## config.mk

```make
export PLATFORM = sky130hd
export DESIGN_NAME = mux_operand_sequencer
export DESIGN_NICKNAME = d
export VERILOG_FILES = /design/src/rtl/mux_operand_sequencer.sv
export SDC_FILE = /design/constraint.sdc
export NUM_CORES = 1
export LEC_CHECK = 0
export BUFFER_PORTS_ARGS = -buffer_cell sky130_fd_sc_hd__buf_4
export CORE_ASPECT_RATIO = 2
export CORE_UTILIZATION = 30
export DETAILED_ROUTE_END_ITERATION = 16
export SETUP_SLACK_MARGIN = 0.2
export SLEW_MARGIN = 0
export SYNTH_ARGS = -nofsm -noshare
export SYNTH_HDL_FRONTEND = slang
export SYNTH_SLANG_ARGS = --single-unit
```

## constraint.sdc

```tcl
create_clock -name clk -period 2.2 [get_ports clk]
set_clock_uncertainty 0.2 [all_clocks]
set_input_delay 0.11 -clock clk [delete_from_list [all_inputs] [get_ports clk]]
set_output_delay 0.11 -clock clk [all_outputs]
set_load 0.05 [all_outputs]
```

## src/rtl/mux_operand_sequencer.sv

```systemverilog
// Operand feeder for the 4:1 matrix-multiplier mux: loads four words over valid/ready,
// then sweeps the mux select 0..3 REPEAT times under downstream backpressure.
module mux_operand_sequencer #(
  parameter int DATA_W = 16,
  parameter int REPEAT = 1
) (
  input  logic              clk,
  input  logic              reset,
  input  logic              in_valid,
  output logic              in_ready,
  input  logic [DATA_W-1:0] in_data,
  input  logic              abort,
  output logic [DATA_W-1:0] word_0,
  output logic [DATA_W-1:0] word_1,
  output logic [DATA_W-1:0] word_2,
  output logic [DATA_W-1:0] word_3,
  output logic [1:0]        select,
  output logic              sel_valid,
  input  logic              out_ready,
  output logic              mux_clear,
  output logic              done
);

  typedef enum logic [1:0] {
    ST_LOAD   = 2'd0,
    ST_STREAM = 2'd1,
    ST_DONE   = 2'd2
  } state_t;

  localparam logic [7:0] LAST_PASS = 8'(REPEAT - 1);

  state_t            state_q, state_d;
  logic [1:0]        load_cnt_q, load_cnt_d;
  logic [1:0]        select_q, select_d;
  logic [7:0]        pass_cnt_q, pass_cnt_d;
  logic              sel_valid_q, sel_valid_d;
  logic              done_q, done_d;
  logic              mux_clear_q, mux_clear_d;
  logic [DATA_W-1:0] word_q [4];
  logic [DATA_W-1:0] word_d [4];
  logic              word_we;

  always_comb begin
    state_d    = state_q;
    load_cnt_d = load_cnt_q;
    select_d   = select_q;
    pass_cnt_d = pass_cnt_q;
    word_we    = 1'b0;

    case (state_q)
      ST_LOAD: begin
        if (in_valid) begin
          word_we    = 1'b1;
          load_cnt_d = load_cnt_q + 2'd1;
          if (load_cnt_q == 2'd3) begin
            state_d    = ST_STREAM;
            select_d   = 2'd0;
            pass_cnt_d = 8'd0;
          end
        end
      end
      ST_STREAM: begin
        if (out_ready) begin
          select_d = select_q + 2'd1;
          if (select_q == 2'd3) begin
            if (pass_cnt_q == LAST_PASS) begin
              state_d    = ST_DONE;
              pass_cnt_d = 8'd0;
            end else begin
              pass_cnt_d = pass_cnt_q + 8'd1;
            end
          end
        end
      end
      ST_DONE: state_d = ST_LOAD;
      default: state_d = ST_LOAD;
    endcase

    // abort wins over any coincident handshake, which is dropped entirely
    if (abort) begin
      state_d    = ST_LOAD;
      load_cnt_d = 2'd0;
      select_d   = 2'd0;
      pass_cnt_d = 8'd0;
      word_we    = 1'b0;
    end

    sel_valid_d = (state_d == ST_STREAM);
    done_d      = (state_d == ST_DONE);
    mux_clear_d = (state_d != ST_STREAM);

    for (int i = 0; i < 4; i++) begin
      word_d[i] = word_q[i];
    end
    if (word_we) begin
      word_d[load_cnt_q] = in_data;
    end
  end

  always_ff @(posedge clk or negedge reset) begin
    if (!reset) begin
      state_q     <= ST_LOAD;
      load_cnt_q  <= 2'd0;
      select_q    <= 2'd0;
      pass_cnt_q  <= 8'd0;
      sel_valid_q <= 1'b0;
      done_q      <= 1'b0;
      mux_clear_q <= 1'b1;
    end else begin
      state_q     <= state_d;
      load_cnt_q  <= load_cnt_d;
      select_q    <= select_d;
      pass_cnt_q  <= pass_cnt_d;
      sel_valid_q <= sel_valid_d;
      done_q      <= done_d;
      mux_clear_q <= mux_clear_d;
    end
  end

  generate
    for (genvar gi = 0; gi < 4; gi++) begin : g_word
      always_ff @(posedge clk or negedge reset) begin
        if (!reset) begin
          word_q[gi] <= '0;
        end else begin
          word_q[gi] <= word_d[gi];
        end
      end
    end
  endgenerate

  // reset gating keeps in_ready low while the bank is being cleared
  assign in_ready  = reset && (state_q == ST_LOAD);
  assign word_0    = word_q[0];
  assign word_1    = word_q[1];
  assign word_2    = word_q[2];
  assign word_3    = word_q[3];
  assign select    = select_q;
  assign sel_valid = sel_valid_q;
  assign done      = done_q;
  assign mux_clear = mux_clear_q;

endmodule

```

### Yosys cells after proc, flatten, opt, wreduce, memory -nomap -nowiden

Index checks and enable logic that the tools add are counted.

| operators by class | value |
|---|---|
| add/subtract/negate cells | 3 |
| order comparisons | 2 |
| equal/unequal tests | 10 |
| muxes and demuxes | 28 |
| bitwise operators | 1 |
| reduce and logical (&&, ||, !) cells | 10 |

Operators with widths:

| cell | count |
|---|---|
| $bwmux W64 | 1 |
| $mux W8 | 6 |
| $demux W16 S2 | 1 |
| $mux W2 | 13 |
| $mux W16 | 1 |
| $pmux W8 S2 | 1 |
| $ne A3 B3 Y1 const B | 4 |
| $add A8 B1 Y8 const B | 1 |
| $logic_not A8 Y1 | 1 |
| $pmux W2 S2 | 2 |
| $eq A2 B2 Y1 const B | 3 |
| $reduce_and A5 Y1 | 1 |
| $add A2 B1 Y2 const B | 2 |
| $eq A2 B1 Y1 const B | 2 |
| $reduce_and A4 Y1 | 1 |
| $reduce_bool A2 Y1 | 2 |
| $ge A3 B3 Y1 const B | 1 |
| $lt A3 B1 Y1 const B | 1 |
| $mux W1 | 3 |
| $not A2 Y3 | 1 |
| $reduce_bool A3 Y1 | 1 |
| $logic_and A1 B1 Y1 | 2 |
| $logic_not A2 Y1 | 1 |
| $ne A2 B1 Y1 const B | 1 |
| $reduce_and A2 Y1 | 1 |

| word-level totals | value |
|---|---|
| bits in registers | 81 |
| bits of input ports | 21 |
| output and inout port bits | 70 |
| word-level logic and storage cells | 65 |

### Logic depth before layout (Yosys ltp)

| logic depth | value |
|---|---|
| word-level depth | 7 |
| mapped depth | 6 |
| depth with buffers taken out | 6 |

### Worst setup path after synthesis

Ideal clock, no wire load.

| timing path | value |
|---|---|
| path kind | flip-flop to output port |
| from | register state_q[1] |
| to | output port in_ready |
| arrival | 1.778 ns |
| data required time | 1.890 ns |
| setup slack | 0.112 ns |
| stages on the path, launching flop included | 3 |
| buffers on the path | 1 |
| path through | dfrtp_1 buf_2 nor3b_1 |

| on the way | value |
|---|---|
| cells in the longest elaborated chain, start to end | 2 |

Ends and longest elaborated chain:

| element | line | RTL |
|---|---|---|
| start: declaration | 32 | `state_t state_q, state_d;` |
| start signal: assignment | 110 | `state_q <= state_d;` |
| $logic_not A2 Y1 | 133 | `assign in_ready = reset && (state_q == ST_LOAD);` |
| $logic_and A1 B1 Y1 | 133 |  |
| end: declaration | 10 | `output logic in_ready,` |

No other way between the ends.

### Final worst setup path

| timing path | value |
|---|---|
| from | register pass_cnt_q[5] |
| to | register pass_cnt_q[6] |

| on the way | value |
|---|---|
| cells in the longest elaborated chain, start to end | 6 |
| elaborated cells between the ends (all ways) | 7 |
| those cells by class | add/sub: 1; mux: 5; reduce/logical: 1 |

Ends and longest elaborated chain:

| element | line | RTL |
|---|---|---|
| start: declaration | 35 | `logic [7:0] pass_cnt_q, pass_cnt_d;` |
| start signal: assignment | 113 | `pass_cnt_q <= pass_cnt_d;` |
| $add A8 B1 Y8 / $logic_not A8 Y1 (equally long branches) | 70, 66 |  |
| $mux W8 (*) | 66 | `if (pass_cnt_q == LAST_PASS) begin` |
| $mux W8 (*) | 65 | `if (select_q == 2'd3) begin` |
| $mux W8 (*) | 63 | `if (out_ready) begin` |
| $pmux W8 S2 (*) | 50 | `case (state_q)` |
| $mux W8 (*) | 80 | `if (abort) begin` |

Mark *: on every way between the ends. The rest lies on a longest branch, timed or not. The select of a mux whose other input is x is not followed.
A chain may end at the register's enable or synchronous reset.

==> flow_metrics.py <==
metrics = {
    "run_status": {
        "status": "completed",
    },
    "power": {
        "ir_worst_vdd_uv": 683.7,
        "p_leak_nw": 2.513,
        "p_per_area_nw_per_um2": 1238,
    },
    "worst_setup_path": {
        "cp_max_fo": 9,
        "arrival_ns": 1.93,
        "setup.worst_path.start_class": "flop",
        "cp-end-kind": "flop",
        "crit_type": "reg2reg",
        "critPathRequiredTime_ns": 2.21,
    },
    "floorplan": {
        "num_rows": 55,
        "dieHeight_um": 155.9,
        "start_util": 0.3111,
        "io_pins": 91,
        "fp.dieArea_um2": 12310,
        "coreArea_um2": 11420,
        "die_w_um": 78.96,
    },
    "placed_design": {
        "place_congestion": 0.8020,
        "place_inst": 465,
        "placed_cell_area_um2": 4408,
        "port_buffers": 90,
        "dp_hpwl_um": 5663,
    },
    "global_routing": {
        "grtUsageTotal": 0.1431,
        "grt_max_degree": 82,
        "overflow": 0,
        "antenna_found_initial": 0,
        "grt_first_pass_wirelength_um": 13180,
        "grt_pass1_vias": 2461,
    },
    "layout": {
        "fin_cells": 502,
        "areaGrowthSynthToFinish_pct": 38.94,
        "n_fill_cell": 1088,
        "diodes": 0,
        "drive_above_1_share": 0.5306,
        "final_common_cell": "buf_4",
        "multi_input_area_um2": 1455,
        "finalInstanceArea_um2": 4937,
        "fin_util": 0.4322,
        "nNetsFinal": 383,
        "ff_latch_area_um2": 2028,
        "final_cell_mix": "buf_4 (95), dfrtp_1 (80), mux2_4 (40), mux2_2 (24), dlygate4sd3_1 (20)",
    },
    "logic_synthesis": {
        "synth_ff_type": "dfrtp_1",
        "avgSynthCellArea_um2": 15.19,
        "synth_cells": 234,
        "synth_fp_nets": 262,
        "ys_ff_latch": 81,
        "netlist_area_um2": 3553,
        "synth.area.top_cells": "dfrtp_1 (56%), mux2_4 (17%), mux2_2 (7.6%), ha_1 (2.5%), buf_6 (1.3%)",
        "synth_cell_types": 40,
        "yosysTopAreaCell": "dfrtp_1",
        "synth_warnings": 0,
        "synth-seq-area-share": 0.5708,
        "synth_edf_count": 0,
        "synthArstFlopShare": 1.000,
        "synth_top_area_share": 0.5634,
    },
    "sta": {
        "tightest_slew_ns": 0.4375,
        "period_minus_slack_ns": 1.925,
        "timing.final.crit_share": 0.8749,
        "rsz0062_at_grt": "yes",
        "fmax_ghz": 0.5195,
        "drv_slew": 0,
        "setup_tns_ns": 0,
        "setup_violations": 0,
        "hold_viol": 0,
        "slew_headroom": 0.7083,
    },
    "clocking": {
        "cts_made_buffers": 9,
        "root_buffer": "clkbuf_16",
        "ctsHtreeMaxLevel": 3,
        "clkLatencyLatePin_ns": 0.33,
        "cts_tree": "yes",
        "cts_buffer_depth": 2,
        "clkSlewWorstSetupHoldPaths_ns": 0.06,
        "cts.sinks": 81,
    },
    "route": {
        "viasPerCell": 4.667,
        "detail_route.wl_per_cell_um": 16.28,
        "via_count": 2343,
        "drt-total-wl_um": 8175,
        "drt_iter0_markers": 42,
        "firstDrtPassIters": 4,
        "ant_nets": 0,
        "drc_errors": 0,
    },
    "job": {
        "drv_cap": 0,
    },
    "worst_hold_path": {
        "hold_path.class": "in2async",
    },
}
-- where the power goes --
group          internal, mW  total, mW  switching [mW]
Clock                 0.969       1.54           0.569
Sequential             1.84       2.05           0.209
Combinational         0.894       2.52            1.63
-- through the flow --
step	hold slack, ns	setup WS, ns	total power, mW
5_1_grt	0.2487	0.1741	6.374
4_1_cts	0.2330	0.1979	6.198
3_5_place_dp	0.04965	0.1628	4.591
6_report	0.2154	0.2752	6.113
3_3_place_gp	0.03539	0.2336	4.554
2_1_floorplan	-0.3856	0.2783	3.785
-- critical path, stage by stage (launching register included) --
cell	delay [ns]
dfrtp_1	0.44
nor4_2	0.45
a2111oi_4	0.14
buf_4	0.19
and3_1	0.18
a211o_1	0.21
-- cells in the mapped netlist, drive strengths merged, types with 2 or more instances --
master / instances
a211o: 3
a211oi: 2
a21oi: 2
a31oi: 4
and2: 2
and3: 5
buf: 5
dfrtp: 80
ha: 7
inv: 7
mux2: 64
mux2i: 2
nand2: 11
nand2b: 3
nand3: 5
nor2: 9
nor3: 3
nor3b: 2
o21ai: 4
-- final timing paths --
kind	cells past startpoint	endpoint	slack (ns)	startpoint
worst min register to register	1	word_2[5]$_DFFE_PN0P_	0.30	word_2[5]$_DFFE_PN0P_
worst min-delay path	3	word_0[4]$_DFFE_PN0P_	0.22	reset
min in group clk	1	word_2[5]$_DFFE_PN0P_	0.30	word_2[5]$_DFFE_PN0P_
worst max register to register	5	pass_cnt_q[6]$_DFFE_PN0P_	0.28	pass_cnt_q[5]$_DFFE_PN0P_
max in group asynchronous	3	mux_clear$_DFF_PN1_	1.25	reset
worst max-delay path	5	pass_cnt_q[6]$_DFFE_PN0P_	0.28	pass_cnt_q[5]$_DFFE_PN0P_
-- kinds of logic (layout without fill, tap and decap cells) --
logic type	after synthesis	in the layout	synth area share
adders and majority gates	7	7	0.02465
buffers and inverters	13	139	0.02253
AOI/OAI and AO/OA	21	21	0.04789
and+or+nand+nor	45	45	0.08099
DFF	81	81	0.5708
xor gates and xnor gates	1	1	0.002465
muxes	66	66	0.2507
-- metal layers --
| metal | up-vias | share of wire | track usage |
|---|---|---|---|
| li1 | 1073 | - | - |
| met1 | 1199 | 0.38 | 0.1530 |
| met2 | 60 | 0.56 | 0.2617 |
| met3 | 11 | 0.036 | 0.02865 |
| met4 | 0 | 0.026 | 0.07013 |
| met5 | - | 0 | 0 |
-- final cells by class --
type | count | area share
clock buffer | 12 | 0.05398
tap | 142 | 0.03599
multi-input combinational | 140 | 0.2947
inverter | 7 | 0.005322
sequential | 81 | 0.4108
timing repair buffer | 116 | 0.1891
clock inverter | 4 | 0.01014
-- timing repair --
action | CTS | global route
hold endpoints to repair | 152 | 0
setup endpoints to repair | 3 | 11
buffers inserted | 0 | 1
gates resized for setup | 0 | 1
hold buffers | 20 | 0
pin swaps | 1 | 1
-- flip-flops by register name (all words and copies together) (netlist names) --
name	cells
word_3	16
state_q	2
done	1
load_cnt_q	2
word_2	16
select	2
word_0	16
word_1	16
pass_cnt_q	8
sel_valid	1
mux_clear	1
(Power assumes the default switching activity.)
